`src/rtl/elm_pkg.sv`:
```
// Shared constants, activation-type encoding and the quantised sigmoid curve
// for the ELM fully-connected datapath.
package elm_pkg;

  localparam int DATA_WIDTH_DEF       = 16;
  localparam int FRAC_WIDTH_DEF       = 8;
  localparam int WEIGHT_INT_WIDTH_DEF = 8;
  localparam int SIGMOID_SIZE_DEF     = 10;

  typedef enum logic [1:0] {
    ACT_RELU         = 2'd0,
    ACT_SIGMOID      = 2'd1,
    ACT_SIGMOID_HALF = 2'd2,
    ACT_TRUNC        = 2'd3
  } act_type_e;

  // round-half-up(sigmoid(m/4) * 256) for magnitude m >= 0 (Q8.2 in, Q8.8 out).
  // From m = 25 (v = 6.25) on the result rounds to 1.0.
  function automatic int sigmoid_q(int m);
    int t;
    case (m)
      0:  t = 128;  1:  t = 144;  2:  t = 159;  3:  t = 174;  4:  t = 187;
      5:  t = 199;  6:  t = 209;  7:  t = 218;  8:  t = 225;  9:  t = 232;
      10: t = 237;  11: t = 241;  12: t = 244;  13: t = 246;  14: t = 248;
      15: t = 250;  16: t = 251;  17: t = 252;  18: t = 253;  19: t = 254;
      20: t = 254;  21: t = 255;  22: t = 255;  23: t = 255;  24: t = 255;
      default: t = (m < 0) ? 0 : 256;
    endcase
    return t;
  endfunction

endpackage

```
`src/rtl/neuron_activation_if.sv`:
```
// Sample/result bundle between the neuron accumulator and its activation stage.
interface neuron_activation_if #(
  parameter int DATA_WIDTH = 16
);
  logic                    in_valid;
  logic [2*DATA_WIDTH-1:0] sum;
  logic [DATA_WIDTH-1:0]   out;
  logic                    out_valid;

  modport master (output in_valid, output sum, input out, input out_valid);
  modport slave  (input in_valid, input sum, output out, output out_valid);
endinterface

```
`src/rtl/act_sigmoid_rom.sv`:
```
// Synchronous-read sigmoid ROM. Full table is addressed in offset binary;
// the symmetric variant holds only the non-negative half.
module act_sigmoid_rom
  import elm_pkg::*;
#(
  parameter int ADDR_WIDTH = 10,
  parameter int DATA_WIDTH = 16,
  parameter int FRAC_WIDTH = 8,
  parameter bit SYMMETRIC  = 1'b0
) (
  input  logic                  clk,
  input  logic                  rst,
  input  logic [ADDR_WIDTH-1:0] i_addr,
  output logic [DATA_WIDTH-1:0] o_data
);

  localparam int DEPTH = 1 << ADDR_WIDTH;

  logic [DATA_WIDTH-1:0] w_table [DEPTH];
  logic [DATA_WIDTH-1:0] r_data;

  function automatic int rom_entry(int a);
    int x;
    if (SYMMETRIC) return sigmoid_q(a);
    x = a - DEPTH / 2;
    return (x < 0) ? (1 << FRAC_WIDTH) - sigmoid_q(-x) : sigmoid_q(x);
  endfunction

  for (genvar a = 0; a < DEPTH; a++) begin : g_tbl
    assign w_table[a] = DATA_WIDTH'(rom_entry(a));
  end

  always_ff @(posedge clk) begin
    if (!rst) r_data <= '0;
    else      r_data <= w_table[i_addr];
  end

  assign o_data = r_data;

endmodule

```
`src/rtl/neuron_activation.sv`:
```
// Registered activation stage: ReLU, sigmoid (full or half table) or truncation
// of the neuron accumulator, one cycle of latency for every type.
module neuron_activation
  import elm_pkg::*;
#(
  parameter int    DATA_WIDTH       = DATA_WIDTH_DEF,
  parameter int    FRAC_WIDTH       = FRAC_WIDTH_DEF,
  parameter int    WEIGHT_INT_WIDTH = WEIGHT_INT_WIDTH_DEF,
  parameter int    SIGMOID_SIZE     = SIGMOID_SIZE_DEF,
  parameter string ACT_TYPE         = "relu"
) (
  input  logic clk,
  input  logic rst,
  neuron_activation_if.slave bus
);

  localparam int SUM_W  = 2 * DATA_WIDTH;
  localparam int WIN_HI = SUM_W - 1 - WEIGHT_INT_WIDTH;
  localparam act_type_e ACT =
    (ACT_TYPE == "relu")         ? ACT_RELU :
    (ACT_TYPE == "sigmoid")      ? ACT_SIGMOID :
    (ACT_TYPE == "sigmoid_half") ? ACT_SIGMOID_HALF : ACT_TRUNC;

  logic [SUM_W-1:0] w_sum;
  logic             w_unused_sum;
  logic             r_valid;

  assign w_sum = bus.sum;
  // Fraction and guard bits are only needed by some activation types.
  assign w_unused_sum = ^w_sum;

  always_ff @(posedge clk) begin
    if (!rst) r_valid <= 1'b0;
    else      r_valid <= bus.in_valid;
  end

  assign bus.out_valid = r_valid;

  case (ACT)
    ACT_RELU: begin : g_relu
      logic [DATA_WIDTH-1:0] w_win;
      logic [DATA_WIDTH-1:0] r_out;
      assign w_win = w_sum[WIN_HI -: DATA_WIDTH];

      always_ff @(posedge clk) begin
        if (!rst)                                     r_out <= '0;
        else if (w_sum[SUM_W-1])                      r_out <= '0;
        else if (|w_sum[SUM_W-1 -: WEIGHT_INT_WIDTH+1]) r_out <= {1'b0, {(DATA_WIDTH-1){1'b1}}};
        else                                          r_out <= w_win;
      end

      assign bus.out = r_out;
    end

    ACT_SIGMOID: begin : g_sig_full
      logic [SIGMOID_SIZE-1:0] w_x;
      logic [SIGMOID_SIZE-1:0] w_addr;
      assign w_x    = w_sum[WIN_HI -: SIGMOID_SIZE];
      assign w_addr = {~w_x[SIGMOID_SIZE-1], w_x[SIGMOID_SIZE-2:0]};

      act_sigmoid_rom #(
        .ADDR_WIDTH (SIGMOID_SIZE),
        .DATA_WIDTH (DATA_WIDTH),
        .FRAC_WIDTH (FRAC_WIDTH),
        .SYMMETRIC  (1'b0)
      ) u_rom (
        .clk    (clk),
        .rst    (rst),
        .i_addr (w_addr),
        .o_data (bus.out)
      );
    end

    ACT_SIGMOID_HALF: begin : g_sig_half
      logic [SIGMOID_SIZE-1:0] w_x;
      logic [SIGMOID_SIZE-1:0] w_neg_x;
      logic [SIGMOID_SIZE-2:0] w_addr;
      logic [DATA_WIDTH-1:0]   w_rom;
      logic                    r_neg;

      assign w_x     = w_sum[WIN_HI -: SIGMOID_SIZE];
      assign w_neg_x = -w_x;

      // Negative inputs fold onto the magnitude; the most-negative index clamps.
      always_comb begin
        w_addr = w_x[SIGMOID_SIZE-2:0];
        if (w_sum[SUM_W-1]) begin
          w_addr = w_neg_x[SIGMOID_SIZE-1] ? '1 : w_neg_x[SIGMOID_SIZE-2:0];
        end
      end

      always_ff @(posedge clk) begin
        if (!rst) r_neg <= 1'b0;
        else      r_neg <= w_sum[SUM_W-1];
      end

      act_sigmoid_rom #(
        .ADDR_WIDTH (SIGMOID_SIZE - 1),
        .DATA_WIDTH (DATA_WIDTH),
        .FRAC_WIDTH (FRAC_WIDTH),
        .SYMMETRIC  (1'b1)
      ) u_rom (
        .clk    (clk),
        .rst    (rst),
        .i_addr (w_addr),
        .o_data (w_rom)
      );

      assign bus.out = r_neg ? (DATA_WIDTH'(1 << FRAC_WIDTH) - w_rom) : w_rom;
    end

    default: begin : g_trunc
      logic [DATA_WIDTH-1:0] r_out;

      always_ff @(posedge clk) begin
        if (!rst) r_out <= '0;
        else      r_out <= w_sum[WIN_HI -: DATA_WIDTH];
      end

      assign bus.out = r_out;
    end
  endcase

endmodule

```
`src/flat_wrapper.sv`:
```
// flat-port wrapper written by rule: the top's interface ports become plain ports
module neuron_activation_flat import elm_pkg::*;
#(
  parameter int    DATA_WIDTH       = DATA_WIDTH_DEF,
  parameter int    FRAC_WIDTH       = FRAC_WIDTH_DEF,
  parameter int    WEIGHT_INT_WIDTH = WEIGHT_INT_WIDTH_DEF,
  parameter int    SIGMOID_SIZE     = SIGMOID_SIZE_DEF,
  parameter string ACT_TYPE         = "    "
)
  (clk, rst, bus_in_valid, bus_sum, bus_out, bus_out_valid);
  neuron_activation_if #(.DATA_WIDTH(DATA_WIDTH)) bus_i ();
  input  logic clk;
  input  logic rst;
  input wire logic [$bits(bus_i.in_valid)-1:0] bus_in_valid;
  input wire logic [$bits(bus_i.sum)-1:0] bus_sum;
  output wire logic [$bits(bus_i.out)-1:0] bus_out;
  output wire logic [$bits(bus_i.out_valid)-1:0] bus_out_valid;
  assign bus_i.in_valid = bus_in_valid;
  assign bus_i.sum = bus_sum;
  assign bus_out = bus_i.out;
  assign bus_out_valid = bus_i.out_valid;
  neuron_activation #(.DATA_WIDTH(DATA_WIDTH), .FRAC_WIDTH(FRAC_WIDTH), .WEIGHT_INT_WIDTH(WEIGHT_INT_WIDTH), .SIGMOID_SIZE(SIGMOID_SIZE), .ACT_TYPE(ACT_TYPE)) u_core (.clk(clk), .rst(rst), .bus(bus_i));
endmodule
```
`config.mk`:
```
export PLATFORM = sky130hd
export DESIGN_NAME = neuron_activation_flat
export DESIGN_NICKNAME = d
export VERILOG_FILES = /design/src/rtl/elm_pkg.sv /design/src/rtl/neuron_activation_if.sv /design/src/rtl/act_sigmoid_rom.sv /design/src/rtl/neuron_activation.sv /design/src/flat_wrapper.sv
export SDC_FILE = /design/constraint.sdc
export NUM_CORES = 1
export LEC_CHECK = 0
export ABC_CLOCK_PERIOD_IN_PS = 1300
export CORE_MARGIN = 4
export CORE_UTILIZATION = 28
export CTS_CLUSTER_DIAMETER = 50
export DETAILED_ROUTE_END_ITERATION = 6
export PLACE_DENSITY_LB_ADDON = 0.08
export SLEW_MARGIN = 0
export SYNTH_ARGS = -nofsm -noshare
export SYNTH_HDL_FRONTEND = slang
export SYNTH_SLANG_ARGS = --single-unit
```
`constraint.sdc`:
```
create_clock -name clk -period 1.3 [get_ports clk]
set_input_delay 0.195 -clock clk [delete_from_list [all_inputs] [get_ports clk]]
set_output_delay 0.195 -clock clk [all_outputs]
set_load 0.005 [all_outputs]
```
==> results of run 1 <==
-- metrics by stage --
step | instances | total power, mW
after floorplan | 35 | 0.597
after global placement | 87 | 0.708
after detailed placement | 87 | 0.710
after CTS | 91 | 0.971
after global routing | 91 | 1.00
final | 91 | 0.948
-- state kept, by name, summed over array words and instances (netlist names) --
register and flops:
u_core.bus.out 16, u_core.bus.out_valid 1
-- cell usage in the layout (no fill, tap or decap) --
master / synthesis / final
and2_2: 13 / 13
dlymetal6s2s_1: 0 / 11
and2_1: 4 / 4
clkbuf_4: 0 / 3
dfxtp_1: 17 / 15
dlygate4sd2_1: 0 / 5
clkbuf_1: 0 / 1
dfxtp_2: 0 / 2
buf_4: 0 / 2
clkdlybuf4s50_1: 0 / 19
-- path summary, 6_finish.rpt --
kind | startpoint | to | depth (start not counted)
worst max-delay path | u_core.bus.out[4] | bus_out[4] | 1
worst min-delay path | bus_sum[16] | u_core.bus.out[8] | 2
-- layout make-up --
class | instances | area share
Clock buffer | 4 | 0.0292
Multi-Input combinational cell | 17 | 0.136
Sequential cell | 17 | 0.382
Tap cell | 16 | 0.0223
Timing Repair Buffer | 37 | 0.430
-- synthesized netlist by cell type --
cell     instances
dfxtp_1         17
and2_1           4
and2_2          13
buf_6            1
-- report_power, final --
part	internal [mW]	total [mW]	switching (mW)	leakage, nW
Sequential	0.549	0.554	0.00504	0.142
Combinational	0.101	0.131	0.0304	0.366
Clock	0.119	0.263	0.144	0.0150
-- layer usage --
| metal | wire, um | global-route usage | vias up | part of all wire |
|---|---|---|---|---|
| li1 | - | - | 184 | - |
| met1 | 400 | 0.0896 | 146 | 0.40 |
| met2 | 439 | 0.118 | 23 | 0.44 |
| met3 | 158 | 0.0520 | 0 | 0.16 |
| met4 | 0 | 0.0284 | 0 | 0 |
| met5 | 0 | 0 | - | 0 |
-- cell families (layout without fill, tap and decap cells) --
logic type	count (synthesis)	in the layout	synth area share
DFF	17	17	0.718
buffers and inverters	1	41	0.0237
and+or+nand+nor	17	17	0.259
==> flow_summary_export.csv, run 1 <==
group,metric,value,unit
route,viasPerCell,3.88,
global_routing,grt_max_degree,11,
flow_run,cap_viol_max_count,0,
global_routing,grt_pass1_vias,322,
finish,fin_util,0.576,
sta,tns,0,ps
synth,synth_seq_cells,17,
route,routed_wl,999,um
setup_path,max_stage_delay,490,ps
global_routing,grtUsageTotal,0.0793,
global_routing,grt_first_pass_wirelength,1410,um
floorplanning,core_area,1560,um^2
cts,cts_sinks,17,
floorplanning,dieArea,2420,um^2
synth,yosys_warnings,0,
synth,yosys-top-cells-area,"dfxtp_1 72%, and2_2 21%, and2_1 5.3%",
cts,cts_made_buffers,3,
setup_path,cp-start-kind,"flop",
setup_path,slowest_stage,"clkdlybuf4s50_1",
global_routing,grt_overflow_total,0,
setup_path,critPathRequiredTime,1110,ps
sta,tightestPinTransition,100,ps
synth,ys_seq_area_frac,0.718,
sta,timing.slew.headroom,0.933,
finish,multiInputGateArea,123,um^2
route,drt-pass1-iter-count,1,
route,drtIter0Drc,0,
cts,htree_levels,1,
setup_path,critPathBufInv,1,
synth,synth_top_cell_by_area,"dfxtp_1",
route,wl_per_cell,11.0,um
synth,yosysTopAreaCellShare,0.718,
route,via_count,353,
sta,fin_crit,1270,ps
setup_path,crit_path_cell_trace,"clkdlybuf4s50_1",
sta,finalHoldViolations,0,
sta,worst_slack,29.6,ps
floorplanning,dieHeight,49.2,um
sta,setup_viol,0,
cts,post-cts-setup-buffers,0,
outcome,outcome,"completed",
synth,synth_fp_nets,70,
setup_path,worst_setup_path_end_kind,"output pin",
setup_path,cp_top_family,"buffers and inverters",
sta,rsz0062_at_grt,"false",
setup_path,critPathMaxFanout,1,
synth,netlist_instances,35,
finish,antennaDiodeCount,0,
power,power_density,1050,nW/um^2
finish,postLayoutCellArea,898,um^2
cts,cts_root_buffer,"clkbuf_4",
global_routing,antenna_found_initial,0,
route,ant_nets,0,
synth,syn_area,474,um^2
cts,cts_tree,"done",
floorplanning,initial_core_util,0.304,
floorplanning,rows,14,
cts,cts_resized,5,
power,leakagePower,0.523,nW
place,placed_area,848,um^2
sta,slew_viol_final,0,
power,vdd_drop_max,524,uV
floorplanning,boundaryPins,52,
setup_path,crit_type,"flop to output pin",
finish,drive_gt1_frac,0.267,
finish,nets,111,
floorplanning,die_w,49.2,um
worst_hold_path,hold_path.class,"input pin to flop",
finish,fillers,136,
sta,hold-worst-slack,490,ps
place,post-place-ws,234,ps
cts,clk_path_buf_depth,2,
route,drc,0,
place,gp_congestion,0.631,
sta,fmax,787,MHz
cts,clk_pin_slew,90,ps
synth,synth_cell_types,4,
finish,area.growth.synth_to_final,89.4,%
cts,hold_buffers,0,
finish,ff_latch_area,343,um^2
place,io_buffers,35,
synth,syn_avg_cell_area,13.5,um^2
setup_path,cp.arrival,1080,ps
sta,post-route-period-util,0.977,
Note: power is estimated with default switching activity, not from simulation.
==> run 2, diff against run 1 <==
--- a/config.mk
+++ b/config.mk
@@ -5,7 +5,7 @@
 export SDC_FILE = /design/constraint.sdc
 export NUM_CORES = 1
 export LEC_CHECK = 0
-export ABC_CLOCK_PERIOD_IN_PS = 1300
+export ABC_CLOCK_PERIOD_IN_PS = 1500
 export CORE_MARGIN = 4
 export CORE_UTILIZATION = 28
 export CTS_CLUSTER_DIAMETER = 50
==> constraint.sdc (replaced) <==
create_clock -name clk -period 1.5 [get_ports clk]
set_input_delay 0.225 -clock clk [delete_from_list [all_inputs] [get_ports clk]]
set_output_delay 0.225 -clock clk [all_outputs]
set_load 0.005 [all_outputs]
==> flow_summary_export.csv, run 2 (same netlist as run 1, synthesis figures left out) <==
group,metric,value,unit
cts,cts_made_buffers,3,
sta,setup_viol,0,
finish,final_common_cell,"clkdlybuf4s50_1",
setup_path,cp_top_family,"buffers and inverters",
sta,timing.slew.headroom,0.730,
global_routing,grt_pass1_vias,347,
sta,post-route-period-util,0.900,
power,power_density,986,nW/um^2
sta,tightestPinTransition,404,ps
finish,area.growth.synth_to_final,82.1,%
global_routing,grt_first_pass_wirelength,1510,um
cts,clk_path_buf_depth,2,
setup_path,crit_type,"flop to output pin",
route,wl_per_cell,10.8,um
setup_path,critPathBufInv,1,
setup_path,worst_setup_path_end_kind,"output pin",
setup_path,slowest_stage,"clkdlybuf4s50_1",
route,ant_nets,0,
setup_path,cp-start-kind,"flop",
cts,cts_root_buffer,"clkbuf_4",
worst_hold_path,hold_depth,2,
sta,slew_viol_final,0,
sta,finalHoldViolations,0,
finish,fin_util,0.554,
floorplanning,boundaryPins,52,
global_routing,grtUsageTotal,0.0842,
cts,clk_pin_slew,110,ps
sta,tns,0,ps
setup_path,max_stage_delay,500,ps
route,drt-pass1-iter-count,2,
setup_path,critPathMaxFanout,1,
route,viasPerCell,4.10,
global_routing,antenna_found_initial,0,
place,hpwl,741,um
cts,post-cts-setup-buffers,0,
global_routing,grt_overflow_total,0,
floorplanning,core_area,1560,um^2
finish,layout_common_cells,"35 x clkdlybuf4s50_1, 17 x dfxtp_1, 13 x and2_2, 4 x and2_1, 3 x clkbuf_4",
floorplanning,dieArea,2420,um^2
power,vdd_drop_max,626,uV
route,via_count,365,
route,drtIter0Drc,1,
cts,cts_tree,"done",
floorplanning,initial_core_util,0.304,
setup_path,crit_path_cell_trace,"clkdlybuf4s50_1",
finish,drive_gt1_frac,0.233,
worst_hold_path,hold_start,"bus_sum[18]",
floorplanning,die_w,49.2,um
place,io_buffers,35,
route,drc,0,
sta,rsz0062_at_grt,"false",
floorplanning,dieHeight,49.2,um
cts,hold_buffers,0,
flow_run,cap_viol_max_count,0,
sta,fin_crit,1350,ps
route,routed_wl,961,um
cts,cts_resized,0,
global_routing,grt_max_degree,18,
outcome,outcome,"completed",
finish,antennaDiodeCount,0,
worst_hold_path,worst_hold_path.endpoint,"u_core.bus.out[10]",
sta,fmax,741,MHz
finish,nets,109,
finish,largest_register_ffs,16,
floorplanning,rows,14,
worst_hold_path,hold_path.class,"input pin to flop",
place,gp_congestion,0.642,
power,leakagePower,0.343,nW
cts,cts_sinks,17,
cts,htree_levels,1,
setup_path,cp.arrival,1120,ps
setup_path,critPathRequiredTime,1270,ps
run 2: cell count changes in the layout (fill, tap and decap cells not counted), sizes merged:
cell	previous run	this run
clkbuf	4	3
dlymetal6s2s	11	0
dlygate4sd2	5	0
clkinvlp	0	1
clkdlybuf4s50	19	35
buf	2	0
run 2: report_power, final:
| group | internal (mW) | switching, mW |
|---|---|---|
| Combinational | 0.0933 | 0.0249 |
| Sequential | 0.475 | 0.00520 |
| Clock | 0.101 | 0.151 |
run 2: cell type report:
class | instances | area, um^2
Clock buffer | 3 | 22.5
Clock inverter | 1 | 7.51
Fill cell | 131 | 696
Multi-Input combinational cell | 17 | 123
Sequential cell | 17 | 340
Tap cell | 16 | 20.0
Timing Repair Buffer | 35 | 350
run 2: how the worst max path moves through the flow:
| stage | depth (start not counted) | end | slack (ps) | startpoint |
|---|---|---|---|---|
| floorplan | 2 | u_core.bus.out[2] | 910 | rst |
| global placement | 2 | u_core.bus.out[12] | 190 | rst |
| detailed placement | 2 | u_core.bus.out[12] | 180 | rst |
| CTS | 1 | bus_out[11] | 130 | u_core.bus.out[11] |
| global route | 1 | bus_out[12] | 90 | u_core.bus.out[12] |
| finish | 1 | bus_out[11] | 150 | u_core.bus.out[11] |
run 2: layer usage:
layer,vias to the layer above,track usage,share of wire
met3,0,0.0612,0.17
li1,181,-,-
met5,-,0,0
met4,0,0.0569,0
met1,161,0.0686,0.37
met2,23,0.141,0.46
run 2: stage by stage:
step | setup slack (ps) | hold slack (ps) | instance area [um^2] | std cells | total power [mW]
floorplan | 907 | 352 | 474 | 35 | 0.518
global placement | 186 | 809 | 833 | 85 | 0.610
detailed placement | 183 | 817 | 833 | 85 | 0.612
CTS | 133 | 497 | 863 | 89 | 0.867
global route | 92.9 | 502 | 863 | 89 | 0.894
finish | 151 | 505 | 863 | 89 | 0.851
==> run 3, diff against run 2 <==
--- a/config.mk
+++ b/config.mk
@@ -11,6 +11,7 @@
 export CTS_CLUSTER_DIAMETER = 50
 export DETAILED_ROUTE_END_ITERATION = 6
 export PLACE_DENSITY_LB_ADDON = 0.08
+export REMOVE_ABC_BUFFERS = 1
 export SLEW_MARGIN = 0
 export SYNTH_ARGS = -nofsm -noshare
 export SYNTH_HDL_FRONTEND = slang
==> flow_summary_export.csv, run 3 (same netlist as run 1, synthesis figures left out) <==
group,metric,value,unit
floorplanning,boundaryPins,52,
cts,clk_pin_slew,90,ps
floorplanning,die_w,49.2,um
place,io_buffers,35,
route,routed_wl,821,um
finish,nets,109,
power,comb_power_share,0.141,
setup_path,worst_setup_path_end_kind,"output pin",
setup_path,cp_top_family,"buffers and inverters",
global_routing,grt_max_degree,18,
finish,layout_common_cells,"35 x clkdlybuf4s50_1, 17 x dfxtp_1, 13 x and2_2, 4 x and2_1, 3 x clkbuf_4",
finish,largest_register_ffs,16,
setup_path,critPathMaxFanout,1,
setup_path,slowest_stage,"clkdlybuf4s50_1",
worst_hold_path,hold_path.class,"input pin to flop",
finish,area.growth.synth_to_final,81.3,%
cts,cts_tree,"done",
sta,rsz0062_at_grt,"false",
setup_path,critPathRequiredTime,1270,ps
sta,post-route-period-util,0.882,
cts,cts_root_buffer,"clkbuf_4",
sta,fmax,756,MHz
cts,clk_path_buf_depth,2,
setup_path,crit_start,"u_core.bus.out[10]",
global_routing,grt_overflow_total,0,
setup_path,crit_path_cell_trace,"clkdlybuf4s50_1",
cts,post-cts-setup-buffers,0,
flow_run,cap_viol_max_count,0,
power,leakagePower,0.344,nW
power,p_sw,0.155,mW
power,p_clk_frac,0.277,
setup_path,critPathBufInv,1,
setup_path,max_stage_delay,500,ps
route,via_count,348,
finish,fin_util,0.551,
route,viasPerCell,3.91,
power,vdd_drop_max,524,uV
cts,hold_buffers,0,
power,sequentialPowerShare,0.581,
finish,drive_gt1_frac,0.219,
global_routing,grt_first_pass_wirelength,1210,um
route,drc,0,
sta,hold-worst-slack,518,ps
place,gp_congestion,0.598,
sta,slew_viol_final,0,
power,switching_share,0.188,
global_routing,antenna_found_initial,0,
setup_path,cp-start-kind,"flop",
power,power_density,961,nW/um^2
sta,tightestPinTransition,365,ps
sta,finalHoldViolations,0,
floorplanning,core_area,1560,um^2
global_routing,grt_pass1_vias,312,
finish,final_common_cell,"clkdlybuf4s50_1",
route,drtIter0Drc,2,
global_routing,grtUsageTotal,0.0684,
sta,setup_viol,0,
floorplanning,dieHeight,49.2,um
cts,cts_resized,0,
worst_hold_path,hold_start,"bus_sum[16]",
route,ant_nets,0,
place,post-place-ws,239,ps
finish,antennaDiodeCount,0,
floorplanning,initial_core_util,0.304,
setup_path,cp.arrival,1100,ps
sta,fin_crit,1320,ps
route,drt-pass1-iter-count,2,
floorplanning,rows,14,
route,wl_per_cell,9.22,um
sta,timing.slew.headroom,0.756,
sta,worst_slack,177,ps
cts,cts_sinks,17,
power,internal-power,0.671,mW
cts,htree_levels,1,
outcome,outcome,"completed",
sta,tns,0,ps
setup_path,crit_type,"flop to output pin",
cts,cts_made_buffers,3,
floorplanning,dieArea,2420,um^2
run 3: layout make-up:
cell class / instances / area, um^2
multi-input combinational: 17 / 123
tap: 16 / 20.0
fill: 150 / 699
sequential: 17 / 340
clock buffer: 4 / 26.3
timing repair buffer: 35 / 350
run 3: power by group through the flow:
stage	Clock [mW]	Sequential (mW)	Combinational, mW
3_5_place_dp	0	0.491	0.119
6_report	0.229	0.480	0.117
5_1_grt	0.261	0.483	0.125
4_1_cts	0.241	0.481	0.119
2_1_floorplan	0	0.495	0.0181
3_3_place_gp	0	0.491	0.119
run 3: worst paths after layout:
path,to,slack (ps),cells past startpoint
worst max-delay path,bus_out[10],180,1
worst min-delay path,u_core.bus.out[8],520,2
run 3: through the flow:
step	cells	area (um^2)	power, mW
finish	89	860	0.826
global route	89	860	0.870
CTS	89	860	0.841
detailed placement	85	833	0.610
global placement	85	833	0.610
floorplan	34	463	0.514
run 3: layer usage:
layer	part of all wire	global-route usage	up-vias
li1	-	-	181
met1	0.31	0.0521	146
met2	0.52	0.123	21
met3	0.16	0.0459	0
met4	0	0.0427	0
met5	0	0	-
